$ cat src/rtl/tile_pkg.sv
// ============================================================================
// Module   : tile_pkg
// Purpose  : Shared tile types and sizes for the drain path and tile controller.
// Revision : 1.0
// ============================================================================
`default_nettype none

package tile_pkg;

  localparam int ROWS       = 4;
  localparam int LANES      = 4;
  localparam int OMEM_AW    = 4;
  localparam int DW_DEFAULT = 16;

  typedef enum logic [2:0] {
    ST_IDLE   = 3'd0,
    ST_CALC   = 3'd1,
    ST_SETTLE = 3'd2,
    ST_DRAIN  = 3'd3,
    ST_FLUSH  = 3'd4,
    ST_DONE   = 3'd5
  } state_t;

endpackage

`default_nettype wire

$ cat src/rtl/drain_wb_stage.sv
// ============================================================================
// Module   : drain_wb_stage
// Purpose  : Row capture register and OMEM writeback (overwrite or lane-wise add).
// Revision : 1.0
// ============================================================================
`default_nettype none

module drain_wb_stage
  import tile_pkg::*;
#(
  parameter int DW = DW_DEFAULT
) (
  input  logic                  CLK,
  input  logic                  RSTN,
  input  logic                  i_cap,
  input  logic                  i_flush,
  input  logic                  i_acc,
  input  logic [OMEM_AW-1:0]    i_addr,
  input  logic [LANES*DW-1:0]   i_row,
  input  logic [LANES*DW-1:0]   i_rdata,
  output logic                  o_wen,
  output logic [OMEM_AW-1:0]    o_waddr,
  output logic [LANES*DW-1:0]   o_wdata
);

  logic [LANES*DW-1:0] row_q, row_d;
  logic [OMEM_AW-1:0]  addr_q, addr_d;
  logic                acc_q, acc_d;
  logic                vld_q, vld_d;
  logic [LANES*DW-1:0] lane_sum;

  always_ff @(posedge CLK or negedge RSTN) begin
    if (!RSTN) begin
      row_q  <= '0;
      addr_q <= '0;
      acc_q  <= 1'b0;
      vld_q  <= 1'b0;
    end else begin
      row_q  <= row_d;
      addr_q <= addr_d;
      acc_q  <= acc_d;
      vld_q  <= vld_d;
    end
  end

  always_comb begin
    row_d  = row_q;
    addr_d = addr_q;
    acc_d  = acc_q;
    vld_d  = 1'b0;
    if (i_flush) begin
      row_d  = '0;
      addr_d = '0;
      acc_d  = 1'b0;
    end else if (i_cap) begin
      vld_d  = 1'b1;
      row_d  = i_row;
      addr_d = i_addr;
      acc_d  = i_acc;
    end
  end

  // Independent lane adders: carries never cross a DW boundary.
  generate
    for (genvar l = 0; l < LANES; l++) begin : g_lane
      assign lane_sum[l*DW +: DW] = row_q[l*DW +: DW] + i_rdata[l*DW +: DW];
    end
  endgenerate

  assign o_wen   = vld_q;
  assign o_waddr = addr_q;
  assign o_wdata = !vld_q ? '0 : (acc_q ? lane_sum : row_q);

endmodule

`default_nettype wire

$ cat src/rtl/tile_drain_ctrl.sv
// ============================================================================
// Module   : tile_drain_ctrl
// Purpose  : Drains the 4 MAC-array result rows into OMEM after each tile.
// Revision : 1.0
// ============================================================================
`default_nettype none

module tile_drain_ctrl
  import tile_pkg::*;
#(
  parameter int DW  = DW_DEFAULT,
  parameter int LAT = 3
) (
  input  logic                  CLK,
  input  logic                  RSTN,
  input  logic                  START_CALC,
  input  logic                  ACC,
  input  logic [OMEM_AW-1:0]    ODST,
  input  logic                  CLR_DP,
  output logic [1:0]            ROW_SEL,
  input  logic [LANES*DW-1:0]   ARR_ROW,
  output logic                  O_REN,
  output logic [OMEM_AW-1:0]    O_RADDR,
  input  logic [LANES*DW-1:0]   O_RDATA,
  output logic                  O_WEN,
  output logic [OMEM_AW-1:0]    O_WADDR,
  output logic [LANES*DW-1:0]   O_WDATA,
  output logic                  TILE_DONE,
  output logic                  OVERRUN
);

  // The CALC cycle that sees START_CALC low is settle cycle 0.
  localparam logic [2:0] SETTLE_LOAD = (LAT > 1) ? 3'(LAT - 2) : 3'd0;

  state_t             state_q, state_d;
  logic [2:0]         cnt_q, cnt_d;
  logic [1:0]         row_q, row_d;
  logic [OMEM_AW-1:0] base_q, base_d;
  logic               acc_q, acc_d;
  logic               ovr_q, ovr_d;
  logic               start_prev_q, start_prev_d;

  logic               busy;
  logic               flush;
  logic               cap;
  logic               ren;
  logic               done;
  logic [1:0]         row_sel;
  logic [OMEM_AW-1:0] raddr;

  always_ff @(posedge CLK or negedge RSTN) begin
    if (!RSTN) begin
      state_q      <= ST_IDLE;
      cnt_q        <= '0;
      row_q        <= '0;
      base_q       <= '0;
      acc_q        <= 1'b0;
      ovr_q        <= 1'b0;
      start_prev_q <= 1'b0;
    end else begin
      state_q      <= state_d;
      cnt_q        <= cnt_d;
      row_q        <= row_d;
      base_q       <= base_d;
      acc_q        <= acc_d;
      ovr_q        <= ovr_d;
      start_prev_q <= start_prev_d;
    end
  end

  always_comb begin
    state_d      = state_q;
    cnt_d        = cnt_q;
    row_d        = row_q;
    base_d       = base_q;
    acc_d        = acc_q;
    start_prev_d = START_CALC;
    row_sel      = 2'd0;
    ren          = 1'b0;
    raddr        = '0;
    cap          = 1'b0;
    done         = 1'b0;
    busy         = (state_q == ST_SETTLE) || (state_q == ST_DRAIN) ||
                   (state_q == ST_FLUSH)  || (state_q == ST_DONE);
    flush        = CLR_DP && (state_q != ST_IDLE);
    ovr_d        = ovr_q | (START_CALC & ~start_prev_q & busy);

    case (state_q)
      ST_IDLE: begin
        if (START_CALC && !CLR_DP) begin
          state_d = ST_CALC;
          acc_d   = ACC;
          base_d  = {ODST[OMEM_AW-1:2], 2'b00};
          row_d   = 2'd0;
        end
      end
      ST_CALC: begin
        if (!START_CALC) begin
          cnt_d   = SETTLE_LOAD;
          state_d = (LAT > 1) ? ST_SETTLE : ST_DRAIN;
        end
      end
      ST_SETTLE: begin
        if (cnt_q == 3'd0) begin
          state_d = ST_DRAIN;
        end else begin
          cnt_d = cnt_q - 3'd1;
        end
      end
      ST_DRAIN: begin
        row_sel = row_q;
        cap     = 1'b1;
        ren     = acc_q;
        raddr   = acc_q ? (base_q + OMEM_AW'(row_q)) : '0;
        row_d   = row_q + 2'd1;
        if (row_q == 2'd3) begin
          state_d = ST_FLUSH;
        end
      end
      ST_FLUSH: state_d = ST_DONE;
      ST_DONE: begin
        done    = 1'b1;
        state_d = ST_IDLE;
      end
      default: state_d = ST_IDLE;
    endcase

    // Abort: the write already leaving the stage this cycle still lands.
    if (flush) begin
      state_d = ST_IDLE;
      cap     = 1'b0;
      ren     = 1'b0;
      raddr   = '0;
      done    = 1'b0;
    end
  end

  drain_wb_stage #(
    .DW (DW)
  ) u_wb (
    .CLK     (CLK),
    .RSTN    (RSTN),
    .i_cap   (cap),
    .i_flush (flush),
    .i_acc   (acc_q),
    .i_addr  (base_q + OMEM_AW'(row_q)),
    .i_row   (ARR_ROW),
    .i_rdata (O_RDATA),
    .o_wen   (O_WEN),
    .o_waddr (O_WADDR),
    .o_wdata (O_WDATA)
  );

  assign ROW_SEL   = row_sel;
  assign O_REN     = ren;
  assign O_RADDR   = raddr;
  assign TILE_DONE = done;
  assign OVERRUN   = ovr_q;

endmodule

`default_nettype wire

$ cat config.mk
export PLATFORM = sky130hd
export DESIGN_NAME = tile_drain_ctrl
export DESIGN_NICKNAME = d
export VERILOG_FILES = /design/src/rtl/tile_pkg.sv /design/src/rtl/drain_wb_stage.sv /design/src/rtl/tile_drain_ctrl.sv
export SDC_FILE = /design/constraint.sdc
export NUM_CORES = 1
export LEC_CHECK = 0
export BUFFER_PORTS_ARGS = -buffer_cell sky130_fd_sc_hd__buf_2
export CORE_MARGIN = 4
export CORE_UTILIZATION = 53
export DETAILED_ROUTE_END_ITERATION = 10
export PLACE_DENSITY_LB_ADDON = 0.1
export SLEW_MARGIN = 20
export SYNTH_ARGS = -nofsm -noshare
export SYNTH_HDL_FRONTEND = slang
export SYNTH_SLANG_ARGS = --single-unit
$ cat constraint.sdc
create_clock -name CLK -period 4.3 [get_ports CLK]
set_input_delay 1.075 -clock CLK [delete_from_list [all_inputs] [get_ports CLK]]
set_output_delay 1.075 -clock CLK [all_outputs]
set_load 0.03 [all_outputs]
After elaboration in Yosys (flattened, before gate mapping)
Cells that the tools add are included.
{"block": "word_totals", "out_inout_bits": 78, "mem_bits_rw": 0, "mem_bits_ro": 0, "ff_bits": 83, "memories": 0, "latch_bits": 0, "wordCells": 82}
{"block": "op_classes", "mul": 0, "n_div": 0, "reduce_logical": 16, "n_addsub": 7, "shift": 0, "n_bitwise": 4, "n_eq_ne": 13, "mux": 31, "magnitude_cmp": 0}
{"operator": "two-way mux 64 bit", "n": 4}
{"operator": "adder 16 bit", "n": 4}
{"operator": "two-way mux 3 bit", "n": 7}
{"operator": "two-way mux 4 bit", "n": 5}
{"operator": "case mux 3 bit (5 select lines)", "n": 1}
{"operator": "two-way mux 1 bit", "n": 10}
{"operator": "== test 3 x 2 -> 1 bit (second input constant)", "n": 2}
{"operator": "== test 3 bit (second input constant)", "n": 2}
{"operator": "logical NOT 3 bit", "n": 2}
{"operator": "inequality test 2 bit (second input constant)", "n": 3}
{"operator": "inequality test 3 x 2 -> 1 bit (second input constant)", "n": 2}
{"operator": "inequality test 3 bit (second input constant)", "n": 2}
{"operator": "case mux 3 bit (2 select lines)", "n": 1}
{"operator": "nonzero test 2 bit", "n": 3}
{"operator": "adder 4 x 2 -> 4 bit", "n": 1}
{"operator": "two-way mux 2 bit", "n": 2}
{"operator": "case mux 2 bit (2 select lines)", "n": 1}
{"operator": "AND reduction 2 bit", "n": 2}
{"operator": "AND reduction 4 bit", "n": 1}
{"operator": "== test 3 x 1 -> 1 bit (second input constant)", "n": 1}
{"operator": "logical OR 1 bit", "n": 3}
{"operator": "AND reduction 3 bit", "n": 1}
{"operator": "nonzero test 3 bit", "n": 1}
{"operator": "subtractor 3 x 1 -> 3 bit (second input constant)", "n": 1}
{"operator": "7 further kinds", "n": 9}

Logic depth before layout (Yosys ltp)
{"block": "logic_depth", "word_depth": 6, "ltp_mapped": 8, "depth_no_buf": 8}

Cells and area by module
A second synthesis with hierarchy kept.
{"block": "unflattened", "cells_unflattened": 832, "hier_area_um2": 7199.4}
{"mod": "drain_wb_stage", "area_each_um2": 6493.7, "cells_each": 767, "seq_area_each_um2": 1751.7, "n_inst": 1}
{"mod": "tile_drain_ctrl", "area_each_um2": 705.7, "cells_each": 65, "seq_area_each_um2": 325.3, "n_inst": 1}

Least setup slack after synthesis
No wires, ideal clock.
{"block": "synth_timing", "path_type": "input to output", "from": "input port O_RDATA[32]", "to": "output port O_WDATA[42]", "n_path_buf": 0, "slack_ps": -103, "required_time_ps": 3225, "stages": 8, "t_arrival_ps": 3328, "path_cell_list": "ha_1 -> fa_1 -> a211oi_1 -> o21ai_0 -> and3_1 -> nor3_1 -> xor2_1 -> o21ai_0"}
{"block": "synth_between", "elab_chain_len": 3}
{"element": "start, declared", "line": "tile_drain_ctrl.sv:24", "rtl": "input logic [LANES*DW-1:0] O_RDATA,"}
{"element": "adder 16 bit", "line": "drain_wb_stage.sv:66", "rtl": "assign lane_sum[l*DW +: DW] = row_q[l*DW +: DW] + i_rdata[l*DW +: DW];"}
{"element": "two-way mux 64 bit (2 in a row)", "line": "drain_wb_stage.sv:72", "rtl": "assign o_wdata = !vld_q ? '0 : (acc_q ? lane_sum : row_q);"}
{"element": "end, declared", "line": "tile_drain_ctrl.sv:27", "rtl": "output logic [LANES*DW-1:0] O_WDATA,"}
No other way between the ends.

Worst setup path after layout
{"block": "layout_timing", "from": "input port O_RDATA[48]", "to": "output port O_WDATA[62]"}
The elaborated chain is that of the path after synthesis.

==> flow_summary_export.csv <==
group,metric,value,unit
logic_synthesis,async_reset_ff_share,100,%
sta,worst_pin_slew,893,ps
logic_synthesis,ys_top_cells_by_count,"dfrtp_1 (83), nor2_1 (73), a22o_1 (69)",
global_route,grt_usage,27.1,%
clock_tree,htreeDepth,3,
worst_setup_path,slowest_stage,"fa_2",
logic_synthesis,avgSynthCellArea,8.85,µm²
worst_setup_path,worstPathArrival,3290,ps
run_status,violations,"setup timing",
placed_design,dp.cells,1174,
pwr,pwr-share-seq,28.3,%
logic_synthesis,yosys.area.top_type,"dfrtp_1",
sta,hold_violations,0,
worst_setup_path,crit_chain,"buf_6 > ha_4 > fa_2 > a211o_1 > a211oi_4 > buf_4 > nor2_2 > a41o_1 > or3_1 > nand3_2 > buf_6",
pwr,p_sw,1.88,mW
logic_synthesis,ys_ff_latch,83,
detailed_routing,drc,0,
worst_setup_path,cpPeakStageDelay,350,ps
placed_design,dpl_worst_slack,-280,ps
global_route,overflow,0,
sta,skew,4.84,ps
pwr,p_total,4.32,mW
clock_tree,clock_sinks,83,
sta,fmax,229,MHz
worst_setup_path,crit_top_cell,"buf_6",
global_route,antenna_found_initial,3,
floorplanning,rows,41,
logic_synthesis,ys_seq_area_share,30.1,%
clock_tree,ctsLongestPathBuffers,2,
logic_synthesis,yosys-top-cells-area,"dfrtp_1 (30%), ha_1 (11%), a22o_1 (8.7%)",
placed_design,dp_hpwl,15200,µm
clock_tree,cts_tree,"done",
sta,finalCriticalPeriod,4360,ps
pwr,p_leak,4.49,nW
logic_synthesis,ys_warn_count,0,
worst_setup_path,required,3220,ps
worst_setup_path,critPathKind,"primary input to output port",
detailed_routing,routedWlPerCell,17.4,µm
global_route,grt_max_degree,63,
floorplanning,dieArea,14900,µm²
clock_tree,clkTransAtPathRegs,60,ps
clock_tree,cts_root_buf,"clkbuf_16",
final_layout,nets,1223,
final_layout,n_fill_cell,1053,
final_layout,fin_cells,1197,
run_status,status,"complete, but fails checks",
detailed_routing,drt-pass1-iter-count,5,
logic_synthesis,synth_ff_type,"dfrtp_1",
global_route,grt_pass1_vias,6689,
detailed_routing,first_iter_violations,448,
flow_run,drv_cap,0,
placed_design,io_buffers,212,
pwr,switching_share,43.4,%
sta,setup_slack,-64.0,ps
final_layout,drive_above_1_share,31.4,%
sta,setup_viol,2,
floorplanning,fp.dieH,122,µm
final_layout,final_cell_area,8990,µm²
worst_hold_path,hold_path_class,"register to register",
clock_tree,clock_latency,350,ps
detailed_routing,vias_per_cell,5.90,
pwr,clkPwrFrac,17.4,%
final_layout,area_growth,30.1,%
worst_setup_path,end_kind,"output port",
sta,finalCritPeriodShare,101,%
logic_synthesis,synth_area,6910,µm²
floorplanning,dieWidth,122,µm
logic_synthesis,synth_cell_type_count,59,
sta,rsz0062_at_grt,"true",
sta,tns,-89.3,ps
logic_synthesis,synthCells,781,
pwr,vdd_drop_max,0.393,mV
logic_synthesis,yosysMostFrequentCell,"dfrtp_1",
logic_synthesis,netlist.area_leader.share,30.1,%
worst_setup_path,critPathLaunchType,"primary input",
logic_synthesis,syn_nets,985,
pwr,internal_power,2.45,mW
pwr,powerDensity,481,nW/µm²
floorplanning,core,12700,µm²
global_route,grt_pass1_wl,32300,µm
worst_setup_path,worstPathMaxFanout,3,
sta,relSlewSlack,40.3,%
sta,slew_viol_final,0,
floorplanning,initial_utilization,54.5,%
logic_synthesis,synth_edf_count,0,
placed_design,globalplace.congestion,0.931,
clock_tree,cts_made_buffers,9,
detailed_routing,drt.antenna.violating_nets,0,
detailed_routing,wl,20900,µm
detailed_routing,via_count,7064,
floorplanning,pin_count,215,
pwr,comb_power_share,54.3,%
placed_design,place_area,8400,µm²
-- power groups by stage --
stage	Combinational, mW	Sequential, mW	Clock [mW]
after floorplan	1.60	1.18	0
after global placement	2.15	1.22	0
after detailed placement	2.19	1.22	0
after CTS	2.25	1.22	0.766
after global routing	2.59	1.25	0.797
final	2.35	1.22	0.754
-- area by class of cell --
cell class | count | area [µm²] | share of cell area [%]
antenna | 1 | 2.50 | 0.0278
sequential | 83 | 2080 | 23.1
clock inverter | 5 | 38.8 | 0.432
tap | 172 | 215 | 2.39
clock buffer | 11 | 243 | 2.70
timing repair buffer | 264 | 1500 | 16.6
multi-input combinational | 640 | 4840 | 53.8
inverter | 21 | 78.8 | 0.877
-- cells in the final DEF (no fill, tap or decap), types with 12 or more instances in the layout --
cell type	n
buf_2	202
dfrtp_1	82
nor2_1	70
a22o_1	69
ha_1	57
buf_4	56
o21ai_0	49
nand2_1	49
a21oi_1	39
mux2i_1	30
a211oi_1	24
xnor2_1	21
inv_1	20
nand3_1	19
a21o_1	19
nor3_1	17
and3_1	13
nand2b_1	12
-- path summary, 6_finish.rpt --
kind                              from             end  slack (ps)  cells after the start
max in group asynchronous         RSTN  u_wb.row_q[38]        2660                      2
setup reg to reg            state_q[2]  u_wb.row_q[33]        2190                      5
setup / recovery           O_RDATA[48]     O_WDATA[62]         -60                     11
hold reg to reg                OVERRUN         OVERRUN         470                      1
min in group asynchronous         RSTN  u_wb.row_q[14]         800                      1
hold / removal                 OVERRUN         OVERRUN         470                      1
-- layer usage --
layer,vias to the layer above,global-route usage [%],wire [µm]
met1,3340,33.7,8860
li1,3447,-,-
met3,40,6.50,1430
met5,-,0,26
met4,4,7.63,376
met2,233,46.9,10200
-- worst max-delay path: cells and delay by family --
| kind | cells | cell delay (ps) |
|---|---|---|
| compound gates | 3 | 870 |
| simple gates | 3 | 460 |
| fa+ha+maj | 2 | 500 |
| buf+inv | 3 | 400 |
-- kinds of logic after synthesis --
family          synth area share (%)
simple gates                    15.1
compound gates                  30.2
flops                           30.1
xor+xnor                        3.80
fa+ha+maj                       12.6
mux                             5.00
buf+inv                         3.26
-- what timing repair did --
| action | CTS | global route |
|---|---|---|
| buffers inserted | 2 | 4 |
| pin swaps | 13 | 22 |
| hold buffers | 0 | 0 |
| resized for setup | 25 | 36 |
| endpoints found under the setup margin | 9 | 23 |
-- metrics by stage --
stage | utilization, % | hold WS (ps)
after floorplan | - | 442
after global placement | 66.3 | 448
after detailed placement | 66.3 | 464
after CTS | 69.7 | 479
after global routing | 70.9 | 507
final | 70.9 | 474
-- registers in the layout, indices dropped and copies added (netlist names) --
name,flops
OVERRUN,1
acc_q,1
base_q,2
cnt_q,3
row_q,2
start_prev_q,1
state_q,3
u_wb.acc_q,1
u_wb.o_waddr,4
u_wb.o_wen,1
u_wb.row_q,64
Power figures use the tool's default switching activity.
